**config.mk**
```make
export PLATFORM = sky130hd
export DESIGN_NAME = shift_sequencer_flat
export DESIGN_NICKNAME = d
export VERILOG_FILES = /design/src/rtl/shift_sequencer_if.sv /design/src/rtl/shift_sequencer.sv /design/src/flat_wrapper.sv
export SDC_FILE = /design/constraint.sdc
export NUM_CORES = 1
export LEC_CHECK = 0
export CAP_MARGIN = 25
export CORE_MARGIN = 5
export CORE_UTILIZATION = 54
export CTS_BUF_LIST = sky130_fd_sc_hd__clkbuf_2
export CTS_CLUSTER_DIAMETER = 150
export CTS_CLUSTER_SIZE = 28
export DETAILED_ROUTE_END_ITERATION = 10
export PLACE_DENSITY = 0.83
export RECOVER_POWER = 50
export SLEW_MARGIN = 5
export SYNTH_ARGS = -nofsm -noshare
export SYNTH_HDL_FRONTEND = slang
export SYNTH_SLANG_ARGS = --single-unit
```
**constraint.sdc**
```tcl
create_clock -name i_clk -period 2.6 [get_ports i_clk]
set_input_delay 0.26 -clock i_clk [delete_from_list [all_inputs] [get_ports i_clk]]
set_output_delay 0.26 -clock i_clk [all_outputs]
set_load 0.005 [all_outputs]
```
**src/rtl/shift_sequencer_if.sv**
```systemverilog
// Purpose: handshake and data bundle between a requester and shift_sequencer.
// Latency: none, wires only.
// Backpressure: none; start is only honoured while busy is low.
// Ports: i_start/i_a/i_shamt carry the request, o_busy/o_done/o_s carry status and result.
interface shift_sequencer_if #(
  parameter int WIDTH = 32,
  parameter int SHW   = 5
);
  logic             i_start;
  logic [WIDTH-1:0] i_a;
  logic [SHW-1:0]   i_shamt;
  logic             o_busy;
  logic             o_done;
  logic [WIDTH-1:0] o_s;

  // The requester drives the request and observes status.
  modport master (
    output i_start, i_a, i_shamt,
    input  o_busy, o_done, o_s
  );

  // The shifter consumes the request and drives status.
  modport slave (
    input  i_start, i_a, i_shamt,
    output o_busy, o_done, o_s
  );
endinterface

```
**src/rtl/shift_sequencer.sv**
```systemverilog
// Purpose: S = A << SHAMT computed iteratively with one shift-by-2 stage plus a shift-by-1 stage for odd amounts.
// Latency: done rises in the cycle after edge ceil(SHAMT/2)+1, counting the accepted start edge as edge 1.
// Backpressure: start is sampled only while idle; requests during SHIFT or DONE are dropped, not queued.
// Ports:
//   i_clk   rising-edge clock
//   i_rst   asynchronous active-high reset, aborts any operation without a done pulse
//   io_sq   slave side of shift_sequencer_if (start/A/SHAMT in, busy/done/S out)
module shift_sequencer #(
  parameter int WIDTH = 32,
  parameter int SHW   = 5
) (
  input  logic              i_clk,
  input  logic              i_rst,
  shift_sequencer_if.slave  io_sq
);

  localparam logic [1:0] ST_IDLE  = 2'd0;
  localparam logic [1:0] ST_SHIFT = 2'd1;
  localparam logic [1:0] ST_DONE  = 2'd2;

  logic [1:0]       r_state;
  logic [WIDTH-1:0] r_acc;
  logic [SHW-1:0]   r_rem;
  logic [WIDTH-1:0] r_s;

  // The two shared shift stages; bits leaving the top are discarded.
  logic [WIDTH-1:0] w_acc_sh2;
  logic [WIDTH-1:0] w_acc_sh1;
  logic             w_rem_ge2;
  logic             w_rem_eq2;

  assign w_acc_sh2 = r_acc << 2;
  assign w_acc_sh1 = r_acc << 1;
  assign w_rem_ge2 = (r_rem >= SHW'(2));
  assign w_rem_eq2 = (r_rem == SHW'(2));

  always_ff @(posedge i_clk or posedge i_rst) begin
    if (i_rst) begin
      r_state <= ST_IDLE;
      r_acc   <= '0;
      r_rem   <= '0;
      r_s     <= '0;
    end else begin
      case (r_state)
        ST_IDLE: begin
          if (io_sq.i_start) begin
            r_acc <= io_sq.i_a;
            r_rem <= io_sq.i_shamt;
            if (io_sq.i_shamt == '0) begin
              // Zero shift: the operand is the result, publish it now.
              r_s     <= io_sq.i_a;
              r_state <= ST_DONE;
            end else begin
              r_state <= ST_SHIFT;
            end
          end
        end

        ST_SHIFT: begin
          if (w_rem_ge2) begin
            r_acc <= w_acc_sh2;
            r_rem <= r_rem - SHW'(2);
            if (w_rem_eq2) begin
              r_s     <= w_acc_sh2;
              r_state <= ST_DONE;
            end
          end else begin
            // Only an odd remainder of 1 lands here; rem==0 never enters SHIFT.
            r_acc   <= w_acc_sh1;
            r_rem   <= '0;
            r_s     <= w_acc_sh1;
            r_state <= ST_DONE;
          end
        end

        ST_DONE: begin
          r_state <= ST_IDLE;
        end

        default: begin
          r_state <= ST_IDLE;
        end
      endcase
    end
  end

  assign io_sq.o_busy = (r_state != ST_IDLE);
  assign io_sq.o_done = (r_state == ST_DONE);
  assign io_sq.o_s    = r_s;

endmodule

```
**src/flat_wrapper.sv**
```systemverilog
// flat-port wrapper written by rule: the top's interface ports become plain ports
module shift_sequencer_flat 
#(
  parameter int WIDTH = 32,
  parameter int SHW   = 5
)
  (i_clk, i_rst, io_sq_i_start, io_sq_i_a, io_sq_i_shamt, io_sq_o_busy, io_sq_o_done, io_sq_o_s);
  shift_sequencer_if #(.WIDTH(WIDTH), .SHW(SHW)) io_sq_i ();
  input  logic i_clk;
  input  logic i_rst;
  input wire logic [$bits(io_sq_i.i_start)-1:0] io_sq_i_start;
  input wire logic [$bits(io_sq_i.i_a)-1:0] io_sq_i_a;
  input wire logic [$bits(io_sq_i.i_shamt)-1:0] io_sq_i_shamt;
  output wire logic [$bits(io_sq_i.o_busy)-1:0] io_sq_o_busy;
  output wire logic [$bits(io_sq_i.o_done)-1:0] io_sq_o_done;
  output wire logic [$bits(io_sq_i.o_s)-1:0] io_sq_o_s;
  assign io_sq_i.i_start = io_sq_i_start;
  assign io_sq_i.i_a = io_sq_i_a;
  assign io_sq_i.i_shamt = io_sq_i_shamt;
  assign io_sq_o_busy = io_sq_i.o_busy;
  assign io_sq_o_done = io_sq_i.o_done;
  assign io_sq_o_s = io_sq_i.o_s;
  shift_sequencer #(.WIDTH(WIDTH), .SHW(SHW)) u_core (.i_clk(i_clk), .i_rst(i_rst), .io_sq(io_sq_i));
endmodule
```
== Yosys cells after proc, flatten, opt, wreduce, memory -nomap -nowiden ==
Cells that the tools add are included.
Operators by class
  add/subtract/negate cells: 1
  order comparisons: 1
  equal/unequal tests: 6
  muxes and demuxes: 16
  reductions and logical operators: 7
Operators with widths (number)
  $mux 32: 4
  $pmux 32 s2: 1
  $mux 31: 2
  $pmux 31 s2: 1
  $mux 5: 2
  $pmux 5 s2: 1
  $mux 2: 4
  $eq 5x2->1 const B: 1
  $ge 5x2->1 const B: 1
  $logic_not 5->1: 1
  $sub 5x2->5 const B: 1
  $pmux 2 s2: 1
  $reduce_and 2->1: 2
  $reduce_and 4->1: 1
  $reduce_bool 2->1: 2
  $ne 3x3->1 const B: 1
  $eq 2x1->1 const B: 1
  $eq 2x2->1 const B: 1
  $logic_not 2->1: 1
  $ne 2x1->1 const B: 1
  $ne 2x2->1 const B: 1
Word-level totals
  bits in registers: 70
  output and inout bits: 34
  logic and storage cells: 35

== Logic depth before layout (Yosys ltp) ==
  depth after elaboration: 4
  mapped depth: 8
  gate-level depth less buffers: 6

== Worst setup path after synthesis ==
No wires, ideal clock.
  kind: register -> register
  from: register u_core.r_rem[2]
  to: register u_core.r_acc[2]
  library setup time: 125 ps
  arrival: 1755 ps
  data required time: 2475 ps
  slack: 720 ps
  stages on the path, launching flop included: 9
  buffers on the path: 2
  clock period less this slack: 1880 ps
  cell sequence: dfrtp_1 inv_1 ha_1 buf_4 or3b_4 buf_6 o21ai_1 a31oi_1 mux2_2
On the way
  cells in the longest elaborated chain, start to end: 3
RTL lines
  start: declaration: RTL line shift_sequencer.sv:23  | logic [SHW-1:0] r_rem;
  start signal: assignment: RTL line shift_sequencer.sv:48  | r_rem <= io_sq.i_shamt;
  start signal: assignment: RTL line shift_sequencer.sv:62  | r_rem <= r_rem - SHW'(2);
  $ge 5x2->1: RTL line shift_sequencer.sv:34  | assign w_rem_ge2 = (r_rem >= SHW'(2));
  $mux 31: RTL line shift_sequencer.sv:60  | if (w_rem_ge2) begin
  $pmux 31 s2: RTL line shift_sequencer.sv:44  | case (r_state)
  end signal: assignment: RTL line shift_sequencer.sv:47  | r_acc <= io_sq.i_a;
  end signal: assignment: RTL line shift_sequencer.sv:61  | r_acc <= w_acc_sh2;
  end signal: assignment: RTL line shift_sequencer.sv:69  | r_acc <= w_acc_sh1;
  end: declaration: RTL line shift_sequencer.sv:22  | logic [WIDTH-1:0] r_acc;
Every way passes these cells.
A chain may end at the register's enable or synchronous reset.

== Final worst setup path ==
  from: register u_core.r_rem[2]
  to: register u_core.r_s[8] (netlist: u_core.io_sq.o_s[8])
On the way
  cells in the longest elaborated chain, start to end: 3
  elaborated cells on any way between the ends: 6
  those cells by class: order compare: 1; eq/ne: 2; mux: 2; reduce/logical: 1
RTL lines
  $ge 5x2->1 / $eq 5x2->1 (equally long branches): RTL line shift_sequencer.sv:34, shift_sequencer.sv:35
  $ne 3x3->1 (no line) / $mux 32 (equally long branches)
  $reduce_and 4->1 (no line) / $pmux 32 s2 (equally long branches)
  end signal: assignment: RTL line shift_sequencer.sv:51  | r_s <= io_sq.i_a;
  end signal: assignment: RTL line shift_sequencer.sv:64  | r_s <= w_acc_sh2;
  end signal: assignment: RTL line shift_sequencer.sv:71  | r_s <= w_acc_sh1;
  end: declaration: RTL line shift_sequencer.sv:24  | logic [WIDTH-1:0] r_s;
Several ways; a longest one is shown, not always the timed one.

==> flow_metrics.py <==
metrics = {
    "yosys": {
        "synthCells": 338,
        "synth_compound_area_share_pct": 13.6,
        "yosys_warnings": 0,
        "seq_area_frac_synth_pct": 47.3,
        "synth_simple_gate_area_share_pct": 12.1,
        "synth.area.mux_share_pct": 19.9,
        "synth_top_family_by_area": "multiplexers",
        "syn_area_um2": 3700,
        "synth_area_leaders": "dfrtp_1 (47%), mux2_2 (13%), mux2_4 (5.7%)",
        "syn-num-nets": 379,
        "synth_xor_xnor_area_share_pct": 0,
        "synth_fa_ha_area_share_pct": 0.338,
        "synth_cell_types": 37,
        "synth_area_per_cell_um2": 11.0,
        "ys_seq_elements": 70,
        "synth_top_cell_by_area": "dfrtp_1",
        "synth_top_area_share_pct": 47.3,
    },
    "pwr": {
        "switching_share_pct": 40.3,
        "combPwrFrac_pct": 58.6,
        "p_leak_nw": 1.79,
        "powerDensity_nw_per_um2": 1380,
        "p_int_mw": 3.72,
        "max-vdd-ir-drop_mv": 0.689,
        "seqPwrFrac_pct": 33.7,
        "clock_power_share_pct": 7.7,
        "switchingPower_mw": 2.52,
    },
    "layout": {
        "drive_above_1_share_pct": 22.7,
        "regArea_um2": 1750,
        "n_fill_cell": 490,
        "multi_input_area_um2": 1710,
        "area_delta_synth_final_pct": 22.1,
        "finalNetCount": 442,
        "antennaDiodeCount": 0,
    },
    "floorplanning": {
        "io-pin-count": 74,
        "core_region_area_um2": 6720,
        "die_y_um": 92.8,
        "die_area_um2": 8610,
        "start_util_pct": 55.1,
        "dieWidth_um": 92.8,
        "rows": 30,
    },
    "global_routing": {
        "grt_usage_pct": 20.4,
        "gr-total-overflow": 0,
        "antenna_found_initial": 0,
        "grt_pass1_wl_um": 14000,
        "use_met1_pct": 26.6,
        "grt_pass1_vias": 2929,
        "grt_max_degree": 71,
        "met2_usage_pct": 33.8,
        "busiest_layer": "met2",
        "met3_usage_pct": 3.82,
    },
    "route": {
        "drt-initial-drc-count": 213,
        "routedWlPerCell_um": 17.4,
        "via_count": 2919,
        "antenna_left": 0,
        "routed_wl_um": 8430,
        "dr.pass1.iters": 4,
        "drt_drc_violations_left": 0,
        "viasPerCell": 6.02,
    },
    "cts": {
        "clk_pin_slew_ns": 0.19,
        "cts_sinks": 70,
        "cts_buffer_depth": 2,
        "cts_resized": 0,
        "clk_latency_ns": 0.49,
        "cts-root-buf": "clkbuf_2",
        "cts_setup_buffers": 0,
        "cts-hold-fix-buffers": 0,
        "cts_tree": "yes",
        "htree_levels": 3,
        "cts_buffers": 9,
    },
    "min_path": {
        "hold_class": "in2reg",
    },
    "worst_setup_path": {
        "cp_max_fo": 34,
        "cp.required_ns": 2.97,
        "critPathKind": "reg2reg",
        "crit_chain": "inv_1 -> ha_1 -> buf_4 -> o211ai_2 -> a21oi_4 -> buf_12 -> mux2_2",
        "cp_top_family": "buffers and inverters",
        "endpoint_kind": "register",
        "slowest_stage": "dfrtp_1",
        "max_stage_delay_ns": 0.49,
        "worst_setup_path_start_kind": "register",
        "arrival_ns": 2.47,
        "path_buf_inv": 3,
    },
    "timing": {
        "clock_skew_ns": 0.0359,
        "rsz0062_at_grt": "no",
        "slew_headroom_pct": -13.2,
        "setup_tns_ns": 0,
        "hold_ws_ns": 0.340,
        "fin_crit_ns": 2.10,
        "final-hold-violation-count": 0,
        "slew_violations": 71,
        "clock.fmax_ghz": 0.477,
        "period_share_pct": 80.7,
        "worst_pin_slew_ns": 1.70,
        "setup_violations": 0,
    },
    "status": {
        "violations": "max-capacitance violations, max-slew violations",
        "status": "finished, violations left",
    },
    "placed_design": {
        "port_buffers": 73,
        "gp_congestion": 0.872,
        "hpwl_um": 5720,
    },
    "run": {
        "maxCapViolations": 1,
    },
}
==> cells in the final DEF, fill, tap and decap left out, drive strengths merged <==
cell / n
dfrtp: 70
clkdlybuf4s50: 56
mux2i: 2
nand3: 1
or3b: 2
nor2: 33
o21ai: 38
o21bai: 2
dlygate4sd3: 17
a211o: 1
nand2b: 2
nor3: 3
a32oi: 2
nand2: 7
nor4: 1
a21oi: 2
a2bb2oi: 4
clkbuf: 11
a31oi: 30
o22ai: 1
nor3b: 1
nor2b: 2
o211ai: 1
ha: 1
inv: 7
mux2: 59
buf: 10
or2: 1
clkinv: 6
o2bb2ai: 1
nand4: 31
==> final cells by class <==
class                   count  share of cell area (%)
flip-flops and latches     70                    38.7
multi-input cells         228                    37.9
repair buffers             84                    18.8
well taps                  80                    2.21
clock buffers              10                    1.11
inverters                   8                   0.664
clock inverters             5                   0.609
==> flip-flops by register name, indices dropped and copies added, names as in the netlist <==
| signal | count |
|---|---|
| u_core.r_state | 2 |
| u_core.r_rem | 5 |
| u_core.r_acc | 31 |
| u_core.io_sq.o_s | 32 |
==> metrics by stage <==
step           utilization [%]  cell area, um2  power (mW)  setup slack, ns  cells
3_5_place_dp              66.5            4470        5.85            0.496    470
2_1_floorplan                -            3700        4.69            0.572    338
3_3_place_gp              66.5            4470        5.72            0.529    470
5_1_grt                   67.3            4520        6.72            0.338    485
6_report                  67.3            4520        6.24            0.502    485
4_1_cts                   67.6            4540        6.33            0.499    485
==> cell families after synthesis <==
| group | Yosys count |
|---|---|
| flip-flops | 70 |
| multiplexers | 61 |
| adder cells (fa/ha/maj) | 1 |
| buffers and inverters | 40 |
| AO/OA/AOI/OAI | 82 |
| AND/OR/NAND/NOR | 84 |
==> Yosys cell counts, drive strengths merged <==
cell and instances:
nor4 1, a211o 1, nand2b 2, o21ai 38, nand3 1, inv 8
o21bai 2, dfrtp 70, nor3 3, nand4 31, mux2i 2, a31oi 30
nand2 7, o22ai 1, a21oi 2, or2 1, buf 21, a2bb2oi 4
o211ai 1, o2bb2ai 1, nor2 33, mux2 59, or3b 2, ha 1
a32oi 2, nor2b 2, clkbuf 11, nor3b 1
==> worst paths after layout <==
path / start / to / slack, ns / depth (start not counted)
setup / recovery: u_core.r_rem[2]$_DFFE_PP0P_ / u_core.io_sq.o_s[8]$_DFFE_PP0P_ / 0.50 / 7
hold / removal: io_sq_i_a[0] / u_core.io_sq.o_s[0]$_DFFE_PP0P_ / 0.34 / 3
setup reg to reg: u_core.r_rem[2]$_DFFE_PP0P_ / u_core.io_sq.o_s[8]$_DFFE_PP0P_ / 0.50 / 7
hold reg to reg: u_core.io_sq.o_s[18]$_DFFE_PP0P_ / u_core.io_sq.o_s[18]$_DFFE_PP0P_ / 0.52 / 1
max in group asynchronous: i_rst / u_core.io_sq.o_s[8]$_DFFE_PP0P_ / 0.81 / 3
min in group asynchronous: i_rst / u_core.io_sq.o_s[22]$_DFFE_PP0P_ / 0.78 / 3
==> worst register-to-register path, delay by kind of cell, from the launching register on <==
family | cells | cell delay (ns)
muxes | 1 | 0.37
adders and majority gates | 1 | 0.16
buffers and inverters | 3 | 0.65
AOI/OAI and AO/OA | 2 | 0.34
DFF | 1 | 0.49
==> power groups by stage <==
| stage | Clock (mW) | Combinational, mW | Sequential, mW |
|---|---|---|---|
| CTS | 0.492 | 3.74 | 2.10 |
| finish | 0.481 | 3.66 | 2.10 |
| global placement | 0 | 3.63 | 2.09 |
| detailed placement | 0 | 3.73 | 2.12 |
| global route | 0.540 | 4.01 | 2.17 |
| floorplan | 0 | 2.68 | 2.01 |
==> per-layer routing <==
| layer | routed length, um | up-vias |
|---|---|---|
| met4 | 113 | 0 |
| li1 | - | 1381 |
| met1 | 3640 | 1413 |
| met5 | 0 | - |
| met3 | 538 | 10 |
| met2 | 4130 | 115 |
Power figures use the tool's default switching activity.
